## src/rtl/alu_seq.sv

```systemverilog
// alu_seq: multi-cycle, width-parametrised 6502-style ALU with an optional
// decimal-adjust stage and a start/done handshake.
// With BCD_EN=1, WIDTH must be a multiple of 4 (one BCD digit per nibble).
module alu_seq #(
   parameter int WIDTH     = 8,
   parameter int OPP_WIDTH = 4,
   parameter bit BCD_EN    = 1'b1
) (
   input  logic                 phi1,
   input  logic                 reset,
   input  logic                 start,
   input  logic [WIDTH-1:0]     a,
   input  logic [WIDTH-1:0]     b,
   input  logic [OPP_WIDTH-1:0] func,
   input  logic [7:0]           status_in,
   input  logic                 dec_mode,
   output logic                 busy,
   output logic                 done,
   output logic [WIDTH-1:0]     dout,
   output logic [7:0]           status_out,
   output logic                 wout,
   output logic                 wout_status,
   output logic                 err
);

   localparam logic [OPP_WIDTH-1:0] OP_SUM = OPP_WIDTH'(0);
   localparam logic [OPP_WIDTH-1:0] OP_SUB = OPP_WIDTH'(1);
   localparam logic [OPP_WIDTH-1:0] OP_AND = OPP_WIDTH'(2);
   localparam logic [OPP_WIDTH-1:0] OP_OR  = OPP_WIDTH'(3);
   localparam logic [OPP_WIDTH-1:0] OP_XOR = OPP_WIDTH'(4);
   localparam logic [OPP_WIDTH-1:0] OP_ASL = OPP_WIDTH'(5);
   localparam logic [OPP_WIDTH-1:0] OP_LSR = OPP_WIDTH'(6);
   localparam logic [OPP_WIDTH-1:0] OP_ROL = OPP_WIDTH'(7);
   localparam logic [OPP_WIDTH-1:0] OP_ROR = OPP_WIDTH'(8);
   localparam logic [OPP_WIDTH-1:0] OP_INC = OPP_WIDTH'(9);
   localparam logic [OPP_WIDTH-1:0] OP_DEC = OPP_WIDTH'(10);
   localparam logic [OPP_WIDTH-1:0] OP_CMP = OPP_WIDTH'(11);

   typedef enum logic [1:0] {
      S_IDLE = 2'd0,
      S_EXEC = 2'd1,
      S_ADJ  = 2'd2,
      S_DONE = 2'd3
   } state_t;

   state_t                 state_r;
   logic [WIDTH-1:0]       a_r, b_r, dout_r;
   logic [OPP_WIDTH-1:0]   func_r;
   logic [7:0]             st_r, status_r;
   logic                   dec_r, busy_r, done_r, wout_r, wout_status_r, err_r;

   logic [WIDTH-1:0]       b_eff_s, res_s;
   logic [WIDTH:0]         sum_s, diff_s, bcd_s;
   logic [7:0]             flags_s;
   logic                   c_s, v_s, wr_s, wrs_s, err_s, adj_s;

   // Decimal add: nibble-serial ripple, returns {carry, result}.
   function automatic logic [WIDTH:0] bcd_add(input logic [WIDTH-1:0] x,
                                              input logic [WIDTH-1:0] y,
                                              input logic cin);
      logic [WIDTH-1:0] r;
      logic [4:0]       s;
      logic             c;
      r = '0;
      c = cin;
      for (int i = 0; i < WIDTH / 4; i++) begin
         s = {1'b0, x[4*i +: 4]} + {1'b0, y[4*i +: 4]} + {4'b0000, c};
         if (s > 5'd9) begin
            r[4*i +: 4] = s[3:0] + 4'd6;
            c = 1'b1;
         end else begin
            r[4*i +: 4] = s[3:0];
            c = 1'b0;
         end
      end
      return {c, r};
   endfunction

   // Decimal subtract: borrow enters as ~cin, carry leaves as ~borrow.
   function automatic logic [WIDTH:0] bcd_sub(input logic [WIDTH-1:0] x,
                                              input logic [WIDTH-1:0] y,
                                              input logic cin);
      logic [WIDTH-1:0] r;
      logic [5:0]       s;
      logic             w;
      r = '0;
      w = ~cin;
      for (int i = 0; i < WIDTH / 4; i++) begin
         s = {2'b00, x[4*i +: 4]} - {2'b00, y[4*i +: 4]} - {5'b00000, w};
         if (s[5]) begin
            r[4*i +: 4] = s[3:0] + 4'd10;
            w = 1'b1;
         end else begin
            r[4*i +: 4] = s[3:0];
            w = 1'b0;
         end
      end
      return {~w, r};
   endfunction

   // Binary result, flags and write strobes from the latched operands.
   always_comb begin
      b_eff_s = (func_r == OP_SUB) ? ~b_r : b_r;
      sum_s   = {1'b0, a_r} + {1'b0, b_eff_s} + {{WIDTH{1'b0}}, st_r[0]};
      diff_s  = {1'b0, a_r} + {1'b0, ~b_r} + (WIDTH+1)'(1);
      res_s   = '0;
      c_s     = st_r[0];
      v_s     = st_r[6];
      wr_s    = 1'b1;
      wrs_s   = 1'b1;
      err_s   = 1'b0;
      case (func_r)
         OP_SUM, OP_SUB: begin
            res_s = sum_s[WIDTH-1:0];
            c_s   = sum_s[WIDTH];
            v_s   = (a_r[WIDTH-1] == b_eff_s[WIDTH-1]) && (sum_s[WIDTH-1] != a_r[WIDTH-1]);
         end
         OP_AND: res_s = a_r & b_r;
         OP_OR:  res_s = a_r | b_r;
         OP_XOR: res_s = a_r ^ b_r;
         OP_ASL: begin res_s = {a_r[WIDTH-2:0], 1'b0};     c_s = a_r[WIDTH-1]; end
         OP_LSR: begin res_s = {1'b0, a_r[WIDTH-1:1]};     c_s = a_r[0];       end
         OP_ROL: begin res_s = {a_r[WIDTH-2:0], st_r[0]};  c_s = a_r[WIDTH-1]; end
         OP_ROR: begin res_s = {st_r[0], a_r[WIDTH-1:1]};  c_s = a_r[0];       end
         OP_INC: res_s = a_r + WIDTH'(1);
         OP_DEC: res_s = a_r - WIDTH'(1);
         OP_CMP: begin
            res_s = diff_s[WIDTH-1:0];
            c_s   = diff_s[WIDTH];
            wr_s  = 1'b0;
         end
         default: begin
            err_s = 1'b1;
            wr_s  = 1'b0;
            wrs_s = 1'b0;
         end
      endcase
      flags_s    = st_r;
      flags_s[0] = c_s;
      flags_s[1] = (res_s == '0);
      flags_s[6] = v_s;
      flags_s[7] = res_s[WIDTH-1];
      bcd_s      = (func_r == OP_SUB) ? bcd_sub(a_r, b_r, st_r[0]) : bcd_add(a_r, b_r, st_r[0]);
      adj_s      = BCD_EN && dec_r && ((func_r == OP_SUM) || (func_r == OP_SUB));
   end

   // Sequencer: operand capture, result/flag registers and handshake pulses.
   always_ff @(posedge phi1) begin
      if (reset) begin
         state_r       <= S_IDLE;
         a_r           <= '0;
         b_r           <= '0;
         func_r        <= '0;
         st_r          <= 8'h00;
         dec_r         <= 1'b0;
         dout_r        <= '0;
         status_r      <= 8'h00;
         busy_r        <= 1'b0;
         done_r        <= 1'b0;
         wout_r        <= 1'b0;
         wout_status_r <= 1'b0;
         err_r         <= 1'b0;
      end else begin
         done_r        <= 1'b0;
         wout_r        <= 1'b0;
         wout_status_r <= 1'b0;
         err_r         <= 1'b0;
         case (state_r)
            S_IDLE, S_DONE: begin
               if (start) begin
                  a_r     <= a;
                  b_r     <= b;
                  func_r  <= func;
                  st_r    <= status_in;
                  dec_r   <= dec_mode;
                  busy_r  <= 1'b1;
                  state_r <= S_EXEC;
               end else begin
                  busy_r  <= 1'b0;
                  state_r <= S_IDLE;
               end
            end
            S_EXEC: begin
               if (adj_s) begin
                  state_r <= S_ADJ;
               end else begin
                  if (wr_s) dout_r <= res_s;
                  if (wrs_s) status_r <= flags_s;
                  done_r        <= 1'b1;
                  wout_r        <= wr_s;
                  wout_status_r <= wrs_s;
                  err_r         <= err_s;
                  busy_r        <= 1'b0;
                  state_r       <= S_DONE;
               end
            end
            S_ADJ: begin
               // N, Z and V keep the binary-path values; only C is decimal.
               dout_r        <= bcd_s[WIDTH-1:0];
               status_r      <= {flags_s[7:1], bcd_s[WIDTH]};
               done_r        <= 1'b1;
               wout_r        <= 1'b1;
               wout_status_r <= 1'b1;
               busy_r        <= 1'b0;
               state_r       <= S_DONE;
            end
            default: begin
               busy_r  <= 1'b0;
               state_r <= S_IDLE;
            end
         endcase
      end
   end

   assign busy        = busy_r;
   assign done        = done_r;
   assign dout        = dout_r;
   assign status_out  = status_r;
   assign wout        = wout_r;
   assign wout_status = wout_status_r;
   assign err         = err_r;

endmodule

```

## config.mk

```make
export PLATFORM = sky130hd
export DESIGN_NAME = alu_seq
export DESIGN_NICKNAME = d
export VERILOG_FILES = /design/src/rtl/alu_seq.sv
export SDC_FILE = /design/constraint.sdc
export NUM_CORES = 1
export LEC_CHECK = 0
export CORE_AREA = 4 4 123 125
export CTS_BUF_LIST = sky130_fd_sc_hd__clkbuf_8
export DETAILED_ROUTE_END_ITERATION = 10
export DIE_AREA = 0 0 127 129
export GPL_TIMING_DRIVEN = 0
export SLEW_MARGIN = 20
export SYNTH_ARGS = -nofsm -noshare
export SYNTH_HDL_FRONTEND = slang
export SYNTH_SLANG_ARGS = --single-unit
```

## constraint.sdc

```tcl
create_clock -name phi1 -period 4.45 [get_ports phi1]
set_clock_uncertainty 0.05 [all_clocks]
set_input_delay 0.6675 -clock phi1 [delete_from_list [all_inputs] [get_ports phi1]]
set_output_delay 0.6675 -clock phi1 [all_outputs]
set_load 0.01 [all_outputs]
```

After elaboration in Yosys (flattened, before gate mapping)
Index checks and enable logic that the tools add are counted.
{"block": "op_classes", "mux": 34, "n_eq_ne": 19, "n_addsub": 18, "n_reduce_logical": 17, "bitwise": 7, "magnitude_cmp": 2}
{"operator": "$pmux 8 s11", "n": 1}
{"operator": "$mux 8", "n": 5}
{"operator": "$pmux 8 s2", "n": 2}
{"operator": "$add 8x8->9", "n": 2}
{"operator": "$eq 4x3->1 const B", "n": 4}
{"operator": "$eq 4x4->1 const B", "n": 4}
{"operator": "$mux 4", "n": 4}
{"operator": "$mux 1", "n": 15}
{"operator": "$reduce_or 12->1", "n": 1}
{"operator": "$sub 5x2->6", "n": 2}
{"operator": "$reduce_or 11->1", "n": 1}
{"operator": "$add 4x4->5", "n": 2}
{"operator": "$add 5x1->5", "n": 2}
{"operator": "$gt 5x4->1 const B", "n": 2}
{"operator": "$sub 4x4->5", "n": 2}
{"operator": "$add 9x1->9", "n": 1}
{"operator": "$add 9x1->9 const B", "n": 1}
{"operator": "$mux 9", "n": 1}
{"operator": "$add 4x3->4 const B", "n": 2}
{"operator": "$add 4x4->4 const B", "n": 2}
{"operator": "$add 8x1->8 const B", "n": 1}
{"operator": "$and 8x8->8", "n": 1}
{"operator": "$eq 4x2->1 const B", "n": 2}
{"operator": "$logic_not 8->1", "n": 1}
{"operator": "other kinds (24)", "n": 36}
{"block": "totals", "input_bits": 32, "reg_bits": 51, "out_inout_bits": 21, "word_cells": 110}

Longest topological paths before layout
Gate-level depths: netlist of run 1.
{"block": "depth", "ltp_word": 10, "depth_mapped": 18, "ltp_nobuf": 18}

Least setup slack after synthesis of run 1
No wires, ideal clock.
{"block": "synth_path", "path_type": "reg2reg", "from": "register a_r[0]", "to": "register status_r[0], in the netlist status_out[0]", "n_path_buf": 0, "arrival_ns": 4.332, "slack_ns": 0.009, "path_stages_with_launch": 17, "t_required_ns": 4.341, "period_less_slack_ns": 4.441, "setup_time_ns": 0.059, "cell_sequence": "dfxtp_1 fa_1 fa_1 xnor2_1 ha_1 a21boi_0 o31a_1 fa_1 inv_1 fa_1 xnor2_1 ha_1 a21o_1 o31a_1 mux2_2 a2111oi_2 a22o_1"}
{"block": "synth_between", "elab_chain_cells": 9, "word_cells_on_any_way": 22, "cone_classes": "add/sub (10); order compare (2); mux (9); bitwise (1)"}
{"item": "start, declared", "line": "47", "rtl": "logic [WIDTH-1:0] a_r, b_r, dout_r;"}
{"item": "start signal, assigned", "line": "151", "rtl": "a_r <= '0;"}
{"item": "start signal, assigned", "line": "171", "rtl": "a_r <= a;"}
{"item": "$add 4x4->5", "line": "67", "rtl": "s = {1'b0, x[4*i +: 4]} + {1'b0, y[4*i +: 4]} + {4'b0000, c};"}
{"item": "$add 5x1->5", "line": "67"}
{"item": "$gt 5x4->1", "line": "68", "rtl": "if (s > 5'd9) begin"}
{"item": "$mux 1", "line": "68"}
{"item": "$add 5x1->5", "line": "67"}
{"item": "$gt 5x4->1", "line": "68"}
{"item": "$mux 1", "line": "68"}
{"item": "$mux 9", "line": "143", "rtl": "bcd_s = (func_r == OP_SUB) ? bcd_sub(a_r, b_r, st_r[0]) : bcd_add(a_r, b_r, st_r[0]);"}
{"item": "$pmux 8 s2 *", "line": "168", "rtl": "case (state_r)"}
{"item": "end signal, assigned", "line": "188", "rtl": "if (wrs_s) status_r <= flags_s;"}
{"item": "end signal, assigned", "line": "200", "rtl": "status_r <= {flags_s[7:1], bcd_s[WIDTH]};"}
{"item": "end, declared", "line": "49", "rtl": "logic [7:0] st_r, status_r;"}
Mark *: on every way between the ends. The rest lies on a longest branch, timed or not. The select of a mux whose other input is x is not followed.
A chain may end at the register's enable or synchronous reset.

Worst setup path after layout of run 1
{"block": "layout_path", "from": "register st_r[0]", "to": "register dout_r[5], in the netlist dout[5]"}
{"block": "layout_between", "elab_chain_cells": 8, "word_cells_on_any_way": 19, "cone_classes": "add/sub (7); order compare (2); mux (9); bitwise (1)"}
{"item": "start, declared", "line": "49"}
{"item": "start signal, assigned", "line": "174", "rtl": "st_r <= status_in;"}
{"item": "$add 5x1->5 / $not 1->1 (equally long branches)", "line": "67, 87"}
{"item": "$gt 5x4->1 / $sub 5x2->6 (equally long branches)", "line": "68, 89"}
{"item": "$mux 1 (on tied branches)", "line": "68, 90"}
{"item": "$add 5x1->5 / $sub 5x2->6 (equally long branches)", "line": "67, 89"}
{"item": "$add 4x3->4, or another cell as far along", "line": "69", "rtl": "r[4*i +: 4] = s[3:0] + 4'd6;"}
{"item": "$mux 4 (on tied branches)", "line": "68, 90"}
{"item": "$mux 9", "line": "143"}
{"item": "$pmux 8 s2 *", "line": "168"}
{"item": "end signal, assigned", "line": "187", "rtl": "if (wr_s) dout_r <= res_s;"}
{"item": "end signal, assigned", "line": "199", "rtl": "dout_r <= bcd_s[WIDTH-1:0];"}
{"item": "end, declared", "line": "47"}
Marked as above.

==> impl_metrics.ini, run 1 <==
[min_path]
hold_depth = 2
hold_class = register to register

[place]
dpl_cell_area_um2 = 5406
io_buffers = 50
hpwl_um = 12070
place_congestion = 0.9050
dp_slack_ps = -470.5

[die]
die_area_um2 = 16380
fp.coreArea_um2 = 13880
die_h_um = 129
fp.dieW_um = 127
fp-row-count = 43
start_util_pct = 33.68
io_pins = 53

[setup_path]
crit_type = register to register
crit_fanout = 4
required_ps = 4620
start_kind = register
critPathArrivalTime_ps = 4510
cp-end-kind = register
reg2reg_setup_slack_ps = 110
reg2regPathDepth = 17

[sta]
relSlewSlack_pct = 34.89
worst_pin_slew_ps = 976.7
post-route-period-util_pct = 97.51
fin_crit_ps = 4339
setup_violations = 0
worst_slack_ps = 110.7
hold_violations = 0
rsz0062_at_grt = true
tns_ps = 0
max_freq_mhz = 230.5
maxSlewViolCount = 0

[synthesis]
synth.ff_latch_count = 50
synth_ff_type = dfxtp_1
synthArstFlopShare_pct = 0
synth_compound_area_share_pct = 24.22
synthSimpleGateAreaFrac_pct = 20.44
syn_inst = 590
synth_cell_types = 74
synth_top_area_share_pct = 21.41
synth_fa_ha_area_share_pct = 16.97
muxShareOfSynthArea_pct = 4.389
ys_seq_area_share_pct = 21.41
synth_nets = 680
synth_xor_area_share_pct = 6.556
syn_area_per_cell_um2 = 7.925
synth_edf_count = 0
synth_top_area_cell = dfxtp_1
synth_top_family_by_area = compound AO/OA/AOI/OAI gates
ys_warn_count = 0
synthTopCellsByArea = dfxtp_1 (21%), ha_1 (13%), nand2_1 (6.4%)
syn_area_um2 = 4676

[cells_and_area]
stdcell_area_um2 = 5720
area_growth_pct = 22.34
fin_util_pct = 41.21
drive_gt1_share_pct = 11.18
n_antenna_cell = 0
final_common_cell = nand2_1
mostFrequentLayoutCells = nand2_1 (80), a21oi_1 (58), clkdlybuf4s50_1 (50), ha_1 (47), dfxtp_1 (45)
fillers = 1472
fin_nets = 751

[cts]
clkTransAtPathRegs_ps = 100
htree_levels = 2
cts.sinks = 50
ctsHoldBuffers = 0
root_buffer = clkbuf_8
cts-buffers-inserted = 5
clk_latency_ps = 310
cts_tree = done
clockBufferDepth = 2

[detailed_routing]
dr.pass1.iters = 6
ant_nets = 0
vias_per_cell = 5.495
drt-initial-drc-count = 303
routed-via-count = 4627
post-route-drc-count = 0
routed_wl_um = 15660
routedWlPerCell_um = 18.59

[power_and_ir_drop]
power.internal_mw = 1.949
switching_share_pct = 49.42
irDropWorstVdd_mv = 0.2127
switchingPower_mw = 1.904
p_seq_share_pct = 18.5
leakage_nw = 2.283
clockPowerShare_pct = 7.3
powerDensity_nw_per_um2 = 673.5
pwr-share-comb_pct = 74.2

[global_route]
grt-ovfl-total = 0
track_usage_pct = 18.91
grt_max_degree = 18
grt_pass1_vias = 4573
grt_pass1_wl_um = 24490
antenna_found_initial = 0

[outcome]
outcome = finished clean

[flow_run]
maxCapViolations = 0
==> worst max-delay path, cell delays in order, from the launching register on <==
cell and delay, ps:
dfxtp_4 380, fa_2 400, fa_2 380, xnor2_2 250
ha_2 220, a21boi_2 150, o31a_1 210, fa_2 250
inv_2 40, fa_2 560, inv_2 60, ha_4 150
a21o_1 170, o31a_1 250, buf_4 140, xnor2_1 130
a22o_1 230, a211o_1 220
==> routing by layer <==
metal / up-vias / track usage (%) / share of wire (%)
met5: - / 0 / 0
li1: 2233 / - / -
met2: 165 / 31.57 / 47
met1: 2200 / 25.27 / 46
met3: 29 / 2.325 / 4.7
met4: 0 / 6.625 / 3.1
==> cells by family (layout without fill, tap and decap cells) <==
logic type | after synthesis | after routing
XOR/XNOR | 35 | 35
adder cells (fa/ha/maj) | 58 | 58
buffers and inverters | 68 | 140
multiplexers | 20 | 20
AO/OA/AOI/OAI | 161 | 161
flip-flops | 50 | 50
AND/OR/NAND/NOR | 198 | 198
==> area by class of cell <==
cell class                 count  area, um2  share of cell area (%)
clock buffer                   5      68.82                   1.203
tap                          180      225.2                   3.937
inverter                      41      153.9                   2.690
sequential                    50       1015                   17.74
timing repair buffer          64      605.6                   10.59
buffer                        27      130.1                   2.275
clock inverter                 3      25.02                  0.4374
multi-input combinational    472       3497                   61.13
==> what timing repair did <==
| action | in CTS | in global routing |
|---|---|---|
| gates resized for setup | 23 | 10 |
| pin swaps | 10 | 13 |
| endpoints found under the setup margin | 7 | 5 |
| hold endpoints to repair | 0 | 0 |
| setup buffers | 8 | 6 |
==> final timing paths <==
kind | startpoint | to
worst max-delay path | st_r[0]$_SDFFE_PP0P_ | dout[5]$_SDFFE_PP0P_
worst min-delay path | dout[0]$_SDFFE_PP0P_ | dout[0]$_SDFFE_PP0P_
worst max register to register | st_r[0]$_SDFFE_PP0P_ | dout[5]$_SDFFE_PP0P_
worst min register to register | dout[0]$_SDFFE_PP0P_ | dout[0]$_SDFFE_PP0P_
==> stage by stage <==
stage / hold slack [ps] / power [mW] / instances
after floorplan: 385.7 / 2.577 / 590
after global placement: 395.0 / 3.278 / 820
after detailed placement: 393.8 / 3.341 / 820
after CTS: 408.5 / 3.748 / 836
after global routing: 423.3 / 4.184 / 842
final: 406.8 / 3.853 / 842
==> cells in the mapped netlist, types with 6 or more instances <==
library cell	number
nor2b_1	11
o31a_1	6
inv_1	41
o21ai_0	15
a21oi_1	58
xor2_1	9
and3_1	7
dfxtp_1	50
clkbuf_1	15
nor3_1	9
buf_2	6
nand2_1	80
nor3b_1	6
mux2i_1	16
fa_1	9
xnor2_1	26
or3_1	8
nor2_1	41
ha_1	49
a21o_1	6
nand3_1	8
nand2b_1	7
==> registers in the layout (all words and copies together), names as in the netlist <==
| name | cells |
|---|---|
| wout_status | 1 |
| wout | 1 |
| b_r | 8 |
| st_r | 6 |
| err | 1 |
| status_out | 8 |
| done | 1 |
| state_r | 2 |
| a_r | 8 |
| func_r | 4 |
| dout | 8 |
| busy | 1 |
| dec_r | 1 |
==> power groups by stage <==
stage | Combinational (mW) | Clock (mW) | Sequential (mW)
detailed placement | 2.61 | 0 | 0.728
CTS | 2.74 | 0.288 | 0.716
global route | 3.14 | 0.307 | 0.733
finish | 2.86 | 0.280 | 0.714
floorplan | 1.88 | 0 | 0.700
global placement | 2.55 | 0 | 0.723
Note: power is estimated with default switching activity, not from simulation.
==> inputs of run 2 (changes only) <==
- GPL_TIMING_DRIVEN: 0 -> default
==> run 2 against run 1 <==
  * Global-route usage shrank 2.0 points
  * Register-to-register slack about the same
  * Sequential share of layout area down 0.20 points
  * Die area stayed put
  * Hold slack better by 3.0 ps
==> impl_metrics.ini, run 2 (synthesized netlist as in run 1, its figures left out) <==
[min_path]
hold_depth = 2
whs_endpoint = st_r[2]$_SDFFE_PP0P_
min_from = st_r[2]$_SDFFE_PP0P_
hold_class = register to register

[sta]
post-route-period-util_pct = 97.79
whs_ps = 409.9
maxSlewViolCount = 0
worst_slack_ps = 98.41
fin_crit_ps = 4352
relSlewSlack_pct = 35.69
setup_violations = 0
rsz0062_at_grt = true
worst_pin_slew_ps = 962.2
hold_violations = 0
max_freq_mhz = 229.8

[cts]
htree_levels = 2
cts_tree = done
cts-buffers-inserted = 5
clk_latency_ps = 310
clockBufferDepth = 2
root_buffer = clkbuf_8
clkTransAtPathRegs_ps = 100
ctsHoldBuffers = 0
cts.sinks = 50

[power_and_ir_drop]
irDropWorstVdd_mv = 0.2671
power_mw = 3.967
leakage_nw = 2.288
powerDensity_nw_per_um2 = 694.2

[setup_path]
crit_type = register to register
start_kind = register
crit_fanout = 3
r2r_end = status_out[0]$_SDFFE_PP0P_
reg2regPathDepth = 16
reg2reg_setup_slack_ps = 100
rr_startpoint = st_r[0]$_SDFFE_PP0P_
cp-end-kind = register
required_ps = 4670
critPathArrivalTime_ps = 4570

[flow_run]
maxCapViolations = 0

[die]
start_util_pct = 33.68
die_h_um = 129
die_area_um2 = 16380
fp-row-count = 43
fp.dieW_um = 127
io_pins = 53
fp.coreArea_um2 = 13880

[place]
io_buffers = 50
dp_slack_ps = -92.90
dpl_cell_area_um2 = 5435
hpwl_um = 10810
place_congestion = 0.9082
dp_cells = 815

[cells_and_area]
mostFrequentLayoutCells = nand2_1 (80), a21oi_1 (58), dfxtp_1 (49), clkdlybuf4s50_1 (49), ha_1 (46)
drive_gt1_share_pct = 11.30
n_antenna_cell = 0
instances_no_fill = 826
area_growth_pct = 22.21
fin_nets = 735
final_common_cell = nand2_1
stdcell_area_um2 = 5714

[detailed_routing]
post-route-drc-count = 0
drt-initial-drc-count = 209
routed-via-count = 4379
ant_nets = 0
vias_per_cell = 5.301
routedWlPerCell_um = 16.80
routed_wl_um = 13870
dr.pass1.iters = 5

[global_route]
grt_pass1_vias = 4465
grt_pass1_wl_um = 22590
grt_max_degree = 52
grt-ovfl-total = 0
track_usage_pct = 16.93
antenna_found_initial = 0

[outcome]
outcome = finished clean
==> run 2: cell count changes in the layout (fill, tap and decap cells not counted), moves of 3 or more <==
cell	delta
clkbuf_1	-15
buf_4	+5
buf_2	-4
dfxtp_1	+4
dfxtp_4	-3
==> run 2: per-layer routing <==
layer / global-route usage, % / vias up / share of wire [%]
li1: - / 2194 / -
met1: 22.74 / 2065 / 46
met2: 28.42 / 100 / 47
met3: 2.449 / 20 / 4.1
met4: 4.795 / 0 / 2.6
met5: 0 / - / 0
==> run 2: per-stage QoR <==
step | utilization (%) | setup TNS, ps
floorplan | - | 0
global placement | 39.15 | -6.880
detailed placement | 39.16 | -180.3
CTS | 40.08 | 0
global route | 41.17 | -163.6
finish | 41.17 | 0
==> run 2: worst max-delay path: stages (launching register included) <==
cell,delay (ps)
dfxtp_2,340
fa_2,420
fa_2,460
xnor2_4,170
buf_6,140
and3_4,170
o31a_1,340
fa_2,410
inv_2,70
fa_2,230
xnor2_2,120
ha_4,200
a21o_1,150
o31a_1,260
mux2_4,290
a2111oi_4,340
a22o_1,160
==> run 2: layout make-up <==
cell class / count / area (um2)
inverter: 41 / 157.7
clock buffer: 5 / 68.82
sequential: 50 / 1002
clock inverter: 3 / 41.29
timing repair buffer: 75 / 694.4
multi-input combinational: 472 / 3525
tap: 180 / 225.2
fill: 1465 / 8167
==> run 2: timing repair <==
item,CTS,global route
setup buffers,0,3
resized for setup,4,28
setup endpoints to repair,3,4
pin swaps,1,10
==> run 2: worst max-delay path by stage <==
stage	startpoint	to	slack (ps)
final	st_r[0]$_SDFFE_PP0P_	status_out[0]$_SDFFE_PP0P_	100
after detailed placement	a_r[0]$_SDFFE_PP0P_	status_out[0]$_SDFFE_PP0P_	-90
after floorplan	a_r[0]$_SDFFE_PP0P_	status_out[0]$_SDFFE_PP0P_	9
after global placement	a_r[0]$_SDFFE_PP0P_	dout[5]$_SDFFE_PP0P_	-5
after global routing	st_r[0]$_SDFFE_PP0P_	status_out[0]$_SDFFE_PP0P_	-90
after CTS	a_r[0]$_SDFFE_PP0P_	status_out[0]$_SDFFE_PP0P_	50
==> run 2: power by group <==
part           leakage (nW)  internal (mW)  switching, mW
clock                0.0556          0.166          0.157
combinational          1.82           1.33           1.64
sequential            0.409          0.570          0.111
==> inputs of run 3 (changes only) <==
- CORE_AREA: 4 4 123 125 -> 4 4 105 146
- DIE_AREA: 0 0 127 129 -> 0 0 109 150
==> run 3 against run 2 <==
  * Clock power increased by 5%
  * Fmax about the same
  * Via count up 1.7%
  * Largest cell class unchanged
==> impl_metrics.ini, run 3 (synthesized netlist as in run 1, its figures left out) <==
[power_and_ir_drop]
powerDensity_nw_per_um2 = 689.2
clockPowerShare_pct = 8.6
leakage_nw = 2.272
p_seq_share_pct = 17.3
power.internal_mw = 2.026
power_mw = 3.911
switching_share_pct = 48.19
switchingPower_mw = 1.885
pwr-share-comb_pct = 74.1
irDropWorstVdd_mv = 0.2370

[setup_path]
required_ps = 4620
crit_path_start = st_r[0]$_SDFFE_PP0P_
reg2regPathDepth = 16
r2r_end = dout[5]$_SDFFE_PP0P_
rr_startpoint = st_r[0]$_SDFFE_PP0P_
crit_fanout = 3
critPathArrivalTime_ps = 4520
start_kind = register
crit_type = register to register
reg2reg_setup_slack_ps = 90
endpoint = dout[5]$_SDFFE_PP0P_
cp-end-kind = register

[detailed_routing]
post-route-drc-count = 0
routed_wl_um = 14330
ant_nets = 0
routedWlPerCell_um = 17.26
dr.pass1.iters = 4
drt-initial-drc-count = 247
vias_per_cell = 5.364
routed-via-count = 4452

[sta]
setup_violations = 0
max_freq_mhz = 229.6
maxSlewViolCount = 0
hold_violations = 0
post-route-period-util_pct = 97.87
tns_ps = 0
worst_pin_slew_ps = 940.3
fin_crit_ps = 4355
relSlewSlack_pct = 37.31
worst_slack_ps = 94.71
whs_ps = 411.8

[flow_run]
maxCapViolations = 0

[cells_and_area]
n_antenna_cell = 0
mostFrequentLayoutCells = nand2_1 (80), a21oi_1 (58), dfxtp_1 (49), clkdlybuf4s50_1 (49), ha_1 (46)
fin_util_pct = 40.61
drive_gt1_share_pct = 10.70
stdcell_area_um2 = 5675
area_growth_pct = 21.38
instances_no_fill = 830
final_common_cell = nand2_1
fin_nets = 734

[place]
dp_cells = 821
place_congestion = 0.9762
io_buffers = 50
dpl_cell_area_um2 = 5448
hpwl_um = 11380
dp_slack_ps = -49.81

[cts]
cts.sinks = 50
cts_tree = done
clockBufferDepth = 2
clk_latency_ps = 310
root_buffer = clkbuf_8
clkTransAtPathRegs_ps = 100
ctsHoldBuffers = 0
htree_levels = 2
cts-buffers-inserted = 5

[die]
io_pins = 53
die_h_um = 150
fp-row-count = 51
fp.dieW_um = 109
start_util_pct = 33.46
die_area_um2 = 16350
fp.coreArea_um2 = 13970

[global_route]
track_usage_pct = 17.52
antenna_found_initial = 0
use_met1_pct = 18.84
grt_max_degree = 52
met3_usage_pct = 1.554
grt.busiest_layer = met2
grt_pass1_vias = 4489
grt-ovfl-total = 0
use_met2_pct = 33.95
grt_pass1_wl_um = 22330

[min_path]
hold_class = register to register

[outcome]
outcome = finished clean
run 3: worst min-delay path by stage:
| stage | startpoint | endpoint | slack, ps | cells after the start |
|---|---|---|---|---|
| CTS | dout[4]$_SDFFE_PP0P_ | dout[4]$_SDFFE_PP0P_ | 420 | 2 |
| global placement | st_r[5]$_SDFFE_PP0P_ | st_r[5]$_SDFFE_PP0P_ | 390 | 2 |
| floorplan | st_r[2]$_SDFFE_PP0P_ | st_r[2]$_SDFFE_PP0P_ | 390 | 2 |
| finish | dout[4]$_SDFFE_PP0P_ | dout[4]$_SDFFE_PP0P_ | 410 | 2 |
| global route | st_r[5]$_SDFFE_PP0P_ | st_r[5]$_SDFFE_PP0P_ | 430 | 2 |
| detailed placement | dout[4]$_SDFFE_PP0P_ | dout[4]$_SDFFE_PP0P_ | 400 | 2 |
run 3: power by group through the flow:
stage | clock (mW) | combinational [mW] | sequential (mW)
floorplan | 0 | 1.88 | 0.700
global placement | 0 | 2.68 | 0.684
detailed placement | 0 | 2.75 | 0.686
CTS | 0.347 | 2.77 | 0.676
global route | 0.366 | 3.18 | 0.694
finish | 0.338 | 2.90 | 0.675
run 3: repair_timing:
action,in CTS,in global routing
endpoints found under the setup margin,2,3
setup buffers,0,1
gates resized for setup,3,20
pin swaps,1,16
run 3: area by class of cell:
class	count	area, um2
fillers	1477	8299
inverters	41	153.9
flip-flops and latches	50	1002
clock buffers	5	68.82
multi-input cells	472	3491
well taps	185	231.5
repair buffers	74	679.4
clock inverters	3	48.80
run 3: worst max-delay path, cell delays in order, from the launching register on:
cell and delay [ps]:
dfxtp_2 350, fa_2 430, fa_2 570, inv_2 60, ha_1 180, a21boi_2 150
o31a_1 300, fa_2 390, inv_2 70, fa_2 460, nor3b_1 330, a21o_1 130
o31a_1 170, buf_6 120, xnor2_2 60, a22o_1 220, a211o_1 220
run 3: per-layer routing:
| metal | share of wire, % | routed length (um) | up-vias |
|---|---|---|---|
| met4 | 3.8 | 541 | 0 |
| met2 | 55 | 7891 | 106 |
| met5 | 0 | 0 | - |
| met1 | 38 | 5491 | 2110 |
| met3 | 2.8 | 403 | 29 |
| li1 | - | - | 2207 |
